**src/rtl/iter_alu.sv**
```systemverilog
// Handshaked ALU: one-cycle logic/arith ops, iterative 1-bit/cycle rotates.
// Define ITER_ALU_FAST_ROT_EN to replace the iterative rotator with a one-cycle barrel rotator.
module iter_alu #(
   parameter int WIDTH = 32,
   parameter int AW    = $clog2(WIDTH)
) (
   input  logic             clk,
   input  logic             reset,
   input  logic             in_valid,
   output logic             in_ready,
   input  logic [WIDTH-1:0] I1,
   input  logic [WIDTH-1:0] I2,
   input  logic [4:0]       Selector,
   output logic             out_valid,
   input  logic             out_ready,
   output logic [WIDTH-1:0] O,
   output logic             cout,
   output logic             bad_op
);

   typedef enum logic [1:0] {IDLE = 2'd0, ROT = 2'd1, DONE = 2'd2} state_t;

   state_t           state;
   logic [WIDTH-1:0] res;
   logic             res_cout;
   logic             res_bad;
   logic [AW-1:0]    amt;

   assign amt      = I1[AW-1:0];
   assign in_ready = (state == IDLE) && !reset;

`ifndef ITER_ALU_FAST_ROT_EN
   logic [WIDTH-1:0] work;
   logic [WIDTH-1:0] work_nxt;
   logic [AW-1:0]    cnt;
   logic             dir_left;
   logic             is_rot;
   logic             rot_left;

   assign work_nxt = dir_left ? {work[WIDTH-2:0], work[WIDTH-1]}
                              : {work[0], work[WIDTH-1:1]};
`endif

   always_comb begin
      res      = '0;
      res_cout = 1'b0;
      res_bad  = 1'b0;
`ifndef ITER_ALU_FAST_ROT_EN
      is_rot   = 1'b0;
      rot_left = 1'b0;
`endif
      case (Selector)
         5'b10000:          {res_cout, res} = {1'b0, I1} + {1'b0, I2};
         5'b10011, 5'b00111: res = ~(I1 | I2);
         5'b00010:          res = ~I2;
         5'b01000:          res = {{(WIDTH-1){1'b0}}, (I1 <= I2)};
`ifdef ITER_ALU_FAST_ROT_EN
         // shifting by WIDTH yields zero, so amount 0 still returns I2
         5'b00000:          res = (I2 << amt) | (I2 >> (WIDTH - int'(amt)));
         5'b00001:          res = (I2 >> amt) | (I2 << (WIDTH - int'(amt)));
`else
         // amount-0 rotates complete immediately with I2 unchanged
         5'b00000: begin
            res      = I2;
            is_rot   = 1'b1;
            rot_left = 1'b1;
         end
         5'b00001: begin
            res    = I2;
            is_rot = 1'b1;
         end
`endif
         default:           res_bad = 1'b1;
      endcase
   end

   always_ff @(posedge clk) begin
      if (reset) begin
         state     <= IDLE;
         out_valid <= 1'b0;
         O         <= '0;
         cout      <= 1'b0;
         bad_op    <= 1'b0;
`ifndef ITER_ALU_FAST_ROT_EN
         work      <= '0;
         cnt       <= '0;
         dir_left  <= 1'b0;
`endif
      end else begin
         case (state)
            IDLE: begin
               if (in_valid) begin
`ifndef ITER_ALU_FAST_ROT_EN
                  if (is_rot && (amt != '0)) begin
                     work     <= I2;
                     cnt      <= amt;
                     dir_left <= rot_left;
                     state    <= ROT;
                  end else
`endif
                  begin
                     O         <= res;
                     cout      <= res_cout;
                     bad_op    <= res_bad;
                     out_valid <= 1'b1;
                     state     <= DONE;
                  end
               end
            end
`ifndef ITER_ALU_FAST_ROT_EN
            ROT: begin
               work <= work_nxt;
               cnt  <= cnt - 1'b1;
               if (cnt == AW'(1)) begin
                  O         <= work_nxt;
                  cout      <= 1'b0;
                  bad_op    <= 1'b0;
                  out_valid <= 1'b1;
                  state     <= DONE;
               end
            end
`endif
            DONE: begin
               if (out_ready) begin
                  out_valid <= 1'b0;
                  state     <= IDLE;
               end
            end
            default: state <= IDLE;
         endcase
      end
   end

endmodule

```
**config.mk**
```make
export PLATFORM = sky130hd
export DESIGN_NAME = iter_alu
export DESIGN_NICKNAME = d
export VERILOG_FILES = /design/src/rtl/iter_alu.sv
export SDC_FILE = /design/constraint.sdc
export NUM_CORES = 1
export LEC_CHECK = 0
export BUFFER_PORTS_ARGS = -buffer_cell sky130_fd_sc_hd__buf_2
export CAP_MARGIN = 20
export CORE_MARGIN = 2
export CORE_UTILIZATION = 55
export CTS_BUF_LIST = sky130_fd_sc_hd__clkbuf_4 sky130_fd_sc_hd__clkbuf_8 sky130_fd_sc_hd__clkbuf_16
export DETAILED_ROUTE_END_ITERATION = 10
export GPL_TIMING_DRIVEN = 1
export PLACE_DENSITY = 0.81
export SLEW_MARGIN = 20
export SYNTH_ARGS = -nofsm -noshare
export SYNTH_HDL_FRONTEND = slang
export SYNTH_SLANG_ARGS = --single-unit
```
**constraint.sdc**
```tcl
create_clock -name clk -period 8 [get_ports clk]
set_input_delay 1.6 -clock clk [delete_from_list [all_inputs] [get_ports clk]]
set_output_delay 1.6 -clock clk [all_outputs]
set_load 0.02 [all_outputs]
```
# Word level (Yosys, flattened, before mapping)
# Cells that the tools add are included.
# word_totals
inputBits,73
out_inout_bits,36
ff_bits,75
word_cells,77
# op_classes
mux,33
add_sub_neg,2
n_reduce_logical,16
n_eq_ne,14
order_cmp,1
n_bitwise,3
# ops
operator,count
$mux 32,6
$pmux 32 s5,1
$pmux 32 s2,2
$not 32->32,2
$add 32x32->33,1
$le 32x32->1,1
$or 32x32->32,1
$mux 1,13
$eq 5x1->1 const B,2
$eq 5x5->1 const B,2
$mux 5,2
$pmux 5 s2,1
$reduce_and 3->1,3
$mux 2,4
$ne 2x2->1 const B,4
$reduce_or 7->1,1
$pmux 2 s3,1
$eq 5x2->1 const B,1
$eq 5x3->1 const B,1
$eq 5x4->1 const B,1
$logic_not 5->1,1
$reduce_and 5->1,1
$reduce_bool 5->1,1
$sub 5x1->5 const B,1
other kinds (12),15

# Longest topological paths before layout
# depth
ltp_word,7
depth_mapped,11
mapped_depth_nobuf,10

# Worst setup path before layout
# No wires, ideal clock.
# synth_timing
path_type,input-to-output
from,input port reset
to,output port in_ready
arrival_ns,2.640
setup_slack_ns,3.760
stages,4
t_required_ns,6.400
cell_sequence,clkbuf_1 clkbuf_1 buf_1 nor3_1
# synth_via
elab_chain_cells,2
# synth_rtl
item,line,rtl
"start, declared",8,"input logic reset,"
$logic_not 1->1,30,assign in_ready = (state == IDLE) && !reset;
$logic_and 1x1->1,30,
"end, declared",10,"output logic in_ready,"
# No other way between the ends.

# Worst setup path after layout
# layout_timing
from,input port Selector[3]
to,register O[29]
# layout_via
elab_chain_cells,6
elab_cells_between_ends,17
classes_between,eq/ne (7); mux (5); reduce/logical (5)
# layout_rtl
item,line,rtl
"start, declared",13,"input logic [4:0] Selector,"
"$eq 5x1->1, or another cell as far along",52,case (Selector)
$reduce_or 2->1 (on tied branches),n/a,
$pmux 32 s5 / $mux 1 (equally long branches),52,
$mux 32 / $logic_and 1x1->1 (equally long branches),94,if (is_rot && (amt != '0)) begin
$mux 32 / $ne 2x2->1 (equally long branches),n/a,
$pmux 32 s2 / $reduce_and 4->1 (equally long branches),n/a,
"end signal, assigned",102,O <= res;
"end signal, assigned",115,O <= work_nxt;
"end, declared",16,"output logic [WIDTH-1:0] O,"
# Several ways; a longest one is shown, not always the timed one. The select of a mux whose other input is x is not followed.
# A chain may end at the register's enable or synchronous reset.

==> results.py <==
metrics = {
    "status": {
        "status": "complete, no violations",
    },
    "power_and_ir_drop": {
        "power_frac_seq_pct": 32.5,
        "switching_share_pct": 32.66,
        "power_mw": 1.239,
        "p_int_mw": 0.8341,
        "peakVddDrop_mv": 0.1058,
        "p_clk_share_pct": 39.3,
        "pwr_density_cell_nw_per_um2": 147.4,
        "p_switching_mw": 0.4046,
        "p_leak_nw": 3.678,
        "pwr-share-comb_pct": 28.2,
    },
    "routing": {
        "wirelength_um": 22820,
        "remaining_drc_errors": 0,
        "drt_iter0_drc": 740,
        "num_vias": 7893,
        "first_pass_iters": 5,
        "wire_per_inst_um": 18.20,
        "routed_via_density": 6.294,
        "ant_nets": 0,
    },
    "clock_network": {
        "cts-root-buf": "clkbuf_16",
        "cts_tree": "done",
        "cts_setup_buffers": 0,
        "worst_skew_pair.late_latency_ps": 360,
        "cts_resized": 0,
        "clock-sinks": 75,
        "clkTransAtPathRegs_ps": 60,
        "clockBufferDepth": 2,
        "numCtsBuffers": 9,
        "htreeDepth": 3,
        "cts_hold_buf": 0,
    },
    "worst_setup_path": {
        "required_ps": 8240,
        "critPathSlowestCell": "a211o_2",
        "path_class": "primary input to register",
        "cp_cell_sequence": "buf_2 > nor4_4 > buf_4 > a21boi_1 > nand2b_1 > a211o_2 > or3_1 > a211oi_1 > and3_1 > or3_1",
        "endpoint": "O[29]$_SDFFE_PP0P_",
        "critical_path_peak_fanout": 33,
        "critPathBufInv": 2,
        "reg2reg_depth": 7,
        "regToRegEndpoint": "O[26]$_SDFFE_PP0P_",
        "worstSetupStartpoint": "Selector[3]",
        "cpLargestDelayFamily": "simple AND/OR/NAND/NOR gates",
        "cpPeakStageDelay_ps": 630,
        "end_kind": "register",
        "reg2reg_from": "state[1]$_SDFFE_PP0P_",
        "cp-start-kind": "primary input",
        "cpMostUsedCell": "or3_1",
        "critPathArrivalTime_ps": 4460,
        "cp.depth": 10,
        "reg2reg_slack_ps": 4720,
    },
    "logic_synthesis": {
        "synthDistinctLibCells": 73,
        "ys_ff_latch": 75,
        "yosysSeqAreaShare_pct": 20.18,
        "synth_area_um2": 7440,
        "yosys.area.top_type_share_pct": 20.18,
        "syn_nets": 1182,
        "synth_commonest_cells": "124 x nor2_1, 100 x a21oi_1, 98 x ha_1",
        "syn_avg_cell_area_um2": 7.366,
        "synth_top_cells_by_area": "dfxtp_1 20%, ha_1 16%, a21oi_1 6.7%",
        "ys.flop_type": "dfxtp_1",
        "synth_edf_count": 0,
        "async_reset_ff_share_pct": 0,
        "ys_warn_count": 0,
        "synth_cells": 1010,
        "synth_area_leader_cell": "dfxtp_1",
        "synthMostInstantiatedCell": "nor2_1",
    },
    "sta": {
        "slew_viol_final": 0,
        "setup_viol": 0,
        "fin_ws_ps": 3783,
        "finalSetupTns_ps": 0,
        "timing.final.crit_share_pct": 52.72,
        "slew_headroom_pct": 32.84,
        "skew_ps": 9.295,
        "hold_violations": 0,
        "worstMarginPinSlew_ps": 1007,
        "rsz0062_at_grt": "false",
        "holdWs_ps": 462.0,
        "fmax_ghz": 0.2371,
        "fin_crit_ps": 4217,
    },
    "global_route": {
        "grt_overflow": 0,
        "grtUsageTotal_pct": 31.58,
        "grt_pass1_vias": 7320,
        "grt_max_degree": 79,
        "grt_pass1_wl_um": 36740,
        "grt_antenna_before_repair": 0,
    },
    "place": {
        "place_ws_ps": 3468,
        "dpl.hpwl_um": 15650,
        "portBuffers": 108,
        "place.gp.congestion": 0.9401,
    },
    "floorplan": {
        "die_w_um": 120.3,
        "die_height_um": 120.3,
        "fp-row-count": 42,
        "die_area_um2": 14470,
        "io_pins": 109,
        "core_area_um2": 13240,
        "initial_core_util_pct": 56.18,
    },
    "finish": {
        "final_util_pct": 63.46,
        "n_antenna_cell": 0,
        "drive_above_1_share_pct": 14.84,
        "area_growth_pct": 12.97,
        "nets": 1245,
        "multi_input_area_um2": 5385,
        "regArea_um2": 1503,
        "nFillCells": 1224,
    },
    "run": {
        "max-cap-violations": 0,
    },
    "worst_hold_path": {
        "hold_class": "register to register",
    },
}
## area by class of cell
type / instances / area share, %
sequential: 75 / 17.88
inverter: 87 / 3.886
multi-input combinational: 781 / 64.08
clock buffer: 11 / 2.933
tap: 176 / 2.620
timing repair buffer: 119 / 7.414
clock inverter: 5 / 1.191
## worst min path at each step
stage / startpoint / end / slack, ps / cells after the start
after floorplan: work[27]$_SDFFE_PP0P_ / work[27]$_SDFFE_PP0P_ / 440 / 2
after global placement: work[27]$_SDFFE_PP0P_ / work[27]$_SDFFE_PP0P_ / 450 / 2
after detailed placement: bad_op$_SDFFE_PP0P_ / bad_op$_SDFFE_PP0P_ / 450 / 2
after CTS: bad_op$_SDFFE_PP0P_ / bad_op$_SDFFE_PP0P_ / 460 / 2
after global routing: work[27]$_SDFFE_PP0P_ / work[27]$_SDFFE_PP0P_ / 500 / 2
final: bad_op$_SDFFE_PP0P_ / bad_op$_SDFFE_PP0P_ / 460 / 2
## per-layer routing
metal | global-route usage (%) | wire, µm
met2 | 50.82 | 10270
met1 | 42.38 | 10080
met3 | 5.094 | 1992
met5 | 0 | 0
met4 | 12.28 | 481
## kinds of logic (layout without fill, tap and decap cells)
logic type	after synthesis	count (layout)	synth area share, %
muxes	30	30	4.104
AOI/OAI and AO/OA	320	320	29.43
and+or+nand+nor	310	310	18.92
buffers and inverters	154	222	7.989
adders and majority gates	100	100	16.90
xor gates and xnor gates	21	21	2.472
DFF	75	75	20.18
## sequential cells by signal, summed over array words and instances (netlist names)
register / cells
out_valid: 1
cnt: 5
O: 32
cout: 1
work: 32
dir_left: 1
bad_op: 1
state: 2
## placed cells by master (no fill, tap or decap), drive strengths merged, types with 26 or more instances in the layout
cell type and n:
nor2 124, buf 119, a21oi 101, ha 98, inv 87, nand2 80, dfxtp 75, o21ai 43
a211oi 35, nor3 33, mux2i 26
## tightest hold or removal path, stage by stage, from the launching register on
cell	delay, ps
dfxtp_1	310
nand2_1	50
a21oi_1	50
## metrics by stage
step	instances	cell area [µm²]
final	1254	8404
after CTS	1254	8404
after global placement	1238	8058
after floorplan	1010	7440
after global routing	1254	8404
after detailed placement	1238	8058
## power by group through the flow
stage	Sequential (mW)	Combinational, mW	Clock, mW
2_1_floorplan	0.422	0.220	0
3_3_place_gp	0.410	0.334	0
3_5_place_dp	0.410	0.340	0
4_1_cts	0.402	0.343	0.492
5_1_grt	0.404	0.384	0.509
6_report	0.403	0.349	0.486
No activity file was read; power rests on OpenSTA's default activity.
